===== src/rtl/csi2tx_ecc_24b_dec.sv =====
// Two-stage ECC checker/corrector for 24-bit CSI-2 packet headers.
// Stage 1 captures the header and syndrome. Stage 2 corrects the header and drives the registered status.
module csi2tx_ecc_24b_dec #(
  parameter int unsigned CNT_W = 8
) (
  input  logic             txbyteclkhs,
  input  logic             txbyteclkhs_rst_n,
  input  logic             tinit_start,
  input  logic             hdr_valid,
  input  logic [23:0]      hdr_in,
  input  logic [5:0]       ecc_in,
  input  logic             err_cnt_clr,
  output logic [23:0]      hdr_out,
  output logic             hdr_out_valid,
  output logic             ecc_corrected,
  output logic             ecc_uncorrectable,
  output logic [4:0]       err_bit_pos,
  output logic [CNT_W-1:0] single_err_cnt,
  output logic [CNT_W-1:0] multi_err_cnt
);

  localparam int unsigned HDR_W = 24;
  localparam int unsigned ECC_W = 6;
  localparam int unsigned POS_W = 5;
  localparam logic [POS_W-1:0] POS_ECC = 5'd31;

  // Parity-bit membership of each header bit; also its single-bit syndrome.
  function automatic logic [ECC_W-1:0] col(input int unsigned n);
    case (n)
      0:  col = 6'h07;  1:  col = 6'h0B;  2:  col = 6'h0D;  3:  col = 6'h0E;
      4:  col = 6'h13;  5:  col = 6'h15;  6:  col = 6'h16;  7:  col = 6'h19;
      8:  col = 6'h1A;  9:  col = 6'h1C;  10: col = 6'h23;  11: col = 6'h25;
      12: col = 6'h26;  13: col = 6'h29;  14: col = 6'h2A;  15: col = 6'h2C;
      16: col = 6'h31;  17: col = 6'h32;  18: col = 6'h34;  19: col = 6'h38;
      20: col = 6'h1F;  21: col = 6'h2F;  22: col = 6'h37;  23: col = 6'h3B;
      default: col = '0;
    endcase
  endfunction

  function automatic logic [ECC_W-1:0] parity(input logic [HDR_W-1:0] h);
    logic [ECC_W-1:0] p;
    p = '0;
    for (int unsigned n = 0; n < HDR_W; n++) begin
      if (h[n]) p = p ^ col(n);
    end
    return p;
  endfunction

  logic [ECC_W-1:0] syn_c;
  logic             s1_valid;
  logic [HDR_W-1:0] s1_hdr;
  logic [ECC_W-1:0] s1_syn;

  assign syn_c = parity(hdr_in) ^ ecc_in;

  // Stage 1: data registers hold when no header is offered.
  always_ff @(posedge txbyteclkhs or negedge txbyteclkhs_rst_n) begin
    if (!txbyteclkhs_rst_n) begin
      s1_valid <= 1'b0;
      s1_hdr   <= '0;
      s1_syn   <= '0;
    end else if (!tinit_start) begin
      s1_valid <= 1'b0;
    end else begin
      s1_valid <= hdr_valid;
      if (hdr_valid) begin
        s1_hdr <= hdr_in;
        s1_syn <= syn_c;
      end
    end
  end

  logic [HDR_W-1:0] flip_c;
  logic [POS_W-1:0] pos_c;
  logic             corr_c;
  logic             unc_c;
  logic             hit_c;

  // Syndrome lookup: a data column, a one-hot ECC bit, or uncorrectable.
  always_comb begin
    flip_c = '0;
    pos_c  = '0;
    corr_c = 1'b0;
    unc_c  = 1'b0;
    hit_c  = 1'b0;
    if (s1_syn != '0) begin
      if ($onehot(s1_syn)) begin
        corr_c = 1'b1;
        pos_c  = POS_ECC;
      end else begin
        for (int unsigned n = 0; n < HDR_W; n++) begin
          if (s1_syn == col(n)) begin
            flip_c[n] = 1'b1;
            pos_c     = POS_W'(n);
            hit_c     = 1'b1;
          end
        end
        corr_c = hit_c;
        unc_c  = !hit_c;
      end
    end
  end

  // Stage 2: outputs are zero whenever no header is being presented.
  always_ff @(posedge txbyteclkhs or negedge txbyteclkhs_rst_n) begin
    if (!txbyteclkhs_rst_n) begin
      hdr_out           <= '0;
      hdr_out_valid     <= 1'b0;
      ecc_corrected     <= 1'b0;
      ecc_uncorrectable <= 1'b0;
      err_bit_pos       <= '0;
    end else if (!tinit_start || !s1_valid) begin
      hdr_out           <= '0;
      hdr_out_valid     <= 1'b0;
      ecc_corrected     <= 1'b0;
      ecc_uncorrectable <= 1'b0;
      err_bit_pos       <= '0;
    end else begin
      hdr_out           <= s1_hdr ^ flip_c;
      hdr_out_valid     <= 1'b1;
      ecc_corrected     <= corr_c;
      ecc_uncorrectable <= unc_c;
      err_bit_pos       <= pos_c;
    end
  end

  logic inc_single_c;
  logic inc_multi_c;

  // A header still on the outputs when tinit_start drops is discarded, not counted.
  assign inc_single_c = hdr_out_valid && ecc_corrected && tinit_start;
  assign inc_multi_c  = hdr_out_valid && ecc_uncorrectable && tinit_start;

  always_ff @(posedge txbyteclkhs or negedge txbyteclkhs_rst_n) begin
    if (!txbyteclkhs_rst_n) begin
      single_err_cnt <= '0;
      multi_err_cnt  <= '0;
    end else if (err_cnt_clr) begin
      single_err_cnt <= '0;
      multi_err_cnt  <= '0;
    end else begin
      if (inc_single_c && (single_err_cnt != '1)) single_err_cnt <= single_err_cnt + CNT_W'(1);
      if (inc_multi_c && (multi_err_cnt != '1))   multi_err_cnt  <= multi_err_cnt + CNT_W'(1);
    end
  end

endmodule


===== config.mk =====
export PLATFORM = sky130hd
export DESIGN_NAME = csi2tx_ecc_24b_dec
export DESIGN_NICKNAME = d
export VERILOG_FILES = /design/src/rtl/csi2tx_ecc_24b_dec.sv
export SDC_FILE = /design/constraint.sdc
export NUM_CORES = 1
export LEC_CHECK = 0
export ABC_AREA = 1
export BUFFER_PORTS_ARGS = -buffer_cell sky130_fd_sc_hd__buf_2
export CAP_MARGIN = 20
export CORE_MARGIN = 5
export CORE_UTILIZATION = 35
export DETAILED_ROUTE_END_ITERATION = 7
export HOLD_SLACK_MARGIN = 0.06
export SLEW_MARGIN = 10
export SYNTH_ARGS = -nofsm -noshare
export SYNTH_HDL_FRONTEND = slang
export SYNTH_SLANG_ARGS = --single-unit

===== constraint.sdc =====
create_clock -name txbyteclkhs -period 3.8 [get_ports txbyteclkhs]
set_input_delay 0.38 -clock txbyteclkhs [delete_from_list [all_inputs] [get_ports txbyteclkhs]]
set_output_delay 0.38 -clock txbyteclkhs [all_outputs]
set_load 0.01 [all_outputs]

# After elaboration in Yosys (flattened, before gate mapping)

Cells that the tools add are included.

Add/sub/neg operators: 7
Equality and inequality tests: 27
Muxes and demuxes: 185
Bitwise logic cells: 25
Reductions and logical operators: 14

Operators by type and width:

| operator              | count |
|---|---|
| $mux W6               | 94 |
| $eq A6 B6 Y1          | 24 |
| $xor A6 B6 Y6         | 23 |
| $mux W5               | 25 |
| $mux W24              | 3 |
| $mux W1               | 58 |
| $mux W8               | 4 |
| $xor A24 B24 Y24      | 1 |
| $add A8 B1 Y8 const B | 2 |
| $ne A8 B8 Y1 const B  | 2 |
| $add A1 B1 Y2         | 3 |
| $logic_and A1 B1 Y1   | 6 |
| $reduce_bool A6 Y1    | 1 |
| $xor A3 B6 Y6         | 1 |
| $reduce_bool A2 Y1    | 2 |
| $add A2 B2 Y3         | 1 |
| $add A3 B2 Y3         | 1 |
| $eq A3 B1 Y1 const B  | 1 |
| $logic_not A1 Y1      | 3 |
| $mux W3               | 1 |
| $reduce_and A2 Y1     | 1 |
| $logic_or A1 B1 Y1    | 1 |

Bits in registers: 79
Bits of input ports: 35
Output and inout bits: 48

# Longest topological paths before layout

Depth after elaboration: 48
Depth in mapped cells: 16
Mapped depth without buffers: 16

# Worst setup path after synthesis

Ideal clock, no wire load.

Path kind: reg-to-reg
From: register s1_syn[0]
To: register ecc_uncorrectable
Library setup time: 0.072 ns
Arrival time: 3.001 ns
Data required time: 3.728 ns
Path slack: 0.727 ns
Cell stages (with the launch flop): 15
Buffers on the path: 0
Path through: dfrtp_1 -> fa_1 -> inv_1 -> fa_1 -> inv_1 -> ha_1 -> inv_1 -> fa_1 -> nand3_1 -> inv_1 -> nor2_1 -> nand3_1 -> nor4_2 -> inv_1 -> nor2_1

Cells in the longest elaborated chain, start to end: 31

RTL lines:

| what                   | line | text |
|---|---|---|
| from (decl)            | 52   | `logic [ECC_W-1:0] s1_syn;` |
| from (signal assigned) | 68   | `s1_syn <= syn_c;` |
| $eq A6 B6 Y1           | 92   | `if (s1_syn == col(n)) begin` |
| $mux W1 (24 in series) | 92   |  |
| $mux W1                | 87   | `if ($onehot(s1_syn)) begin` |
| $mux W1                | 86   | `if (s1_syn != '0) begin` |
| $logic_not A1 Y1       | 99   | `unc_c = !hit_c;` |
| $mux W1                | 87   |  |
| $mux W1 *              | 86   |  |
| $mux W1 *              | 112  | `end else if (!tinit_start \|\| !s1_valid) begin` |
| to (signal assigned)   | 122  | `ecc_uncorrectable <= unc_c;` |
| to (decl)              | 16   | `output logic ecc_uncorrectable,` |

Every way passes the cells marked *; elsewhere a longest branch is shown, timed or not. The select of a mux whose other input is x is not followed.
A chain may end at the register's enable or synchronous reset.

# Final worst setup path

Same ends and word-level chain as after synthesis.

==> summary.txt <==
CTS sink cnt: 79
Pint: 1870 uW
Sum Neg Setup Slack: 0 ns
metal2 WL: 5060 um
Hold Crit Class: input pin to flip-flop
most frequent cells in the layout: nand2_1 (111), buf_2 (81), dfrtp_1 (79)
Worst setup SP type: flip-flop
vias in the first global route: 3,807
nets: 677
Critical Path Max Stage Delay: 0.57 ns
delay-heaviest family, CP: adder cells
switching share of power: 0.419
adder-cell share of the synthesized area: 0.0330
Setup crit start: s1_syn[0]$_DFFE_PN0P_
maximum clock frequency: 313 MHz
DRC: 0
setup violators final: 0
CTS tree: done
Placed Area: 5070 um^2
Max stage delay cell, worst path: fa_1
relative slew slack: 0.435
largest net degree at the start of global routing: 80
worst vdd rail ir drop: 0.000433 V
crit path max fanout: 5
status: finished clean
Overflow after GRT: 0
met3 WL: 710 um
hold_sp: err_cnt_clr
synth unique cells: 30
Die X-Extent: 123 um
Worst R2R Start: s1_syn[0]$_DFFE_PN0P_
Slew @ Worst Pin: 0.840 ns
Vias/cell: 4.73
Num CTS Buffers: 9
Longest Clk Path Bufs: 2
Max Slew Vio Count: 0
Die Span Y: 123 um
Gate Count Post-Synth: 547
area leader, netlist: dfrtp_1
Highest Signal Layer: met4
DPL Wire Length: 8850 um
gr usage total: 0.160
Worst Path Required: 4.06 ns
Pre-antenna DRT Iters: 4
Core ar.: 12,600 um^2
# fillers: 1,271
Post-Synth Simple-Gate Area: 0.221
post-synthesis compound-gate area fraction: 0.0974
# placed instances: 791
final hold violation count: 0
Max Cap Viol: 0
Final min period: 3.20 ns
final instance area: 5370 um^2
floorplan row count: 41
Die Area: 15,100 um^2
Avg Inst Size Synth: 8.17 um^2
PwrDens: 600 nW/um^2
most common cell after layout, fill and taps aside: nand2_1
Comb pwr share: 0.441
Clock Latency Late Sink: 0.33 ns
Clk pin slew, worst setup/hold paths: 0.06 ns
Initial Utilization: 0.356
Placer Congestion: 0.949
DRT antenna net count: 0
CTS-repair resized insts: 0
met1 wire length: 5320 um
Final Cycle Share: 0.842
WP data arrival: 3.46 ns
Buf/Inv on CP: 5
warnings from Yosys: 0
# diodes: 0
wire length per cell: 14.0 um
WS Path Type: flip-flop to flip-flop
Synth Net Count: 592
Critical Path Sink Type: flip-flop
RSZ-0062 raised after global routing: false
Switch Pwr: 1350 uW
leakage power: 0.00274 uW
via count: 3,822
Post-Route WL: 11,300 um
Area contributors post-synth: dfrtp_1 (44%), nand2_1 (9.3%), xnor2_1 (8.0%)
drt initial violations: 180
first-pass GRT wire length: 18,800 um
clock share of power: 0.237
H-tree depth: 3
sequential share of the synthesized area: 0.442
Port Buffers: 82
sequential share of power: 0.323
setup bufs post-CTS: 0
initial antenna violation count: 0
main combinational cell family by area after synthesis: simple AND/OR/NAND/NOR gates
Area Overhead vs Synth: 20.1%
post-layout instance count excluding filler cells: 808
I/O Pins: 83
Yosys reg bits: 79
Syn Std Cell Area: 4470 um^2
most used cell, CP: inv_1
Yosys top cell area share: 0.442
share of cells above drive strength 1: 0.178
Synth Area in XOR/XNOR: 0.135
mux cell area share after synthesis: 0
Cell Chain, Critical Path: fa_1 > inv_1 > fa_1 > inv_1 > ha_1 > inv_1 > fa_1 > nand3_1 > inv_1 > nor2_1 > nand3_1 > nor4_2 > inv_1 > nor2_1
clk root buf: clkbuf_16
Clock Skew: 0.00446 ns
kinds of logic (layout without fill, tap and decap cells):
| kind of cell | after synthesis | count (layout) |
|---|---|---|
| compound gates | 84 | 84 |
| flops | 79 | 79 |
| simple gates | 221 | 221 |
| buf+inv | 84 | 173 |
| xor+xnor | 69 | 69 |
| fa+ha+maj | 10 | 10 |
cell usage after synthesis:
cell type / instances
a21oi_1: 30
a221oi_1: 2
a2bb2oi_1: 1
a31oi_1: 3
and3_1: 2
buf_1: 2
buf_2: 2
clkbuf_1: 10
clkinv_1: 1
dfrtp_1: 79
fa_1: 3
ha_1: 7
inv_1: 65
inv_2: 4
nand2_1: 111
nand3_1: 32
nand3_2: 3
nand3b_1: 1
nand4_1: 7
nor2_1: 40
nor2_2: 3
nor2_4: 2
nor2_8: 1
nor3_1: 16
nor4_1: 1
nor4_2: 1
o21ai_0: 48
or2_2: 1
xnor2_1: 41
xor2_1: 28
metal layers:
| layer | vias up | GRT usage |
|---|---|---|
| met5 | - | 0 |
| met4 | 0 | 0.0574 |
| met2 | 110 | 0.248 |
| met1 | 1777 | 0.221 |
| met3 | 15 | 0.0325 |
| li1 | 1920 | - |
power by group through the flow:
stage,combinational [uW],sequential [uW],clock (uW)
2_1_floorplan,1020,1050,0
3_3_place_gp,1390,1050,0
3_5_place_dp,1410,1050,0
4_1_cts,1420,1040,784
5_1_grt,1620,1060,828
6_report,1420,1040,762
worst paths after layout:
check	end	slack [ns]	depth (start not counted)
min in group asynchronous	single_err_cnt[2]$_DFFE_PN0P_	0.53	2
worst max-delay path	ecc_uncorrectable$_DFF_PN0_	0.60	14
worst min register to register	hdr_out[12]$_DFF_PN0_	0.47	1
worst max register to register	ecc_uncorrectable$_DFF_PN0_	0.60	14
worst min-delay path	single_err_cnt[7]$_DFFE_PN0P_	0.26	2
max in group asynchronous	hdr_out[4]$_DFF_PN0_	2.70	3
state kept, by name, indices dropped and copies added (netlist names), 5 cells and up:
signal          cells
err_bit_pos         5
hdr_out            24
multi_err_cnt       8
s1_hdr             24
s1_syn              6
single_err_cnt      8
repair_timing:
item                                    4_1_cts  5_1_grt
endpoints found under the setup margin        0        0
hold endpoints to repair                      0       31
hold buffers                                  0        1
per-stage QoR:
stage	setup slack [ns]	hold slack (ns)	power (uW)	util
finish	0.601	0.257	3220	0.427
global route	0.336	0.260	3510	0.427
CTS	0.585	0.243	3240	0.424
detailed placement	0.587	0.461	2470	0.404
global placement	0.707	0.461	2440	0.404
floorplan	0.727	0.0844	2070	-
layout make-up:
class | instances | area (um^2) | share of cell area
tap | 172 | 215 | 0.0401
timing repair buffer | 88 | 480 | 0.0895
sequential | 79 | 1980 | 0.368
inverter | 70 | 263 | 0.0489
clock buffer | 14 | 254 | 0.0473
clock inverter | 1 | 5.00 | 0.000932
multi-input combinational | 384 | 2170 | 0.405
Note: power is estimated with default switching activity, not from simulation.
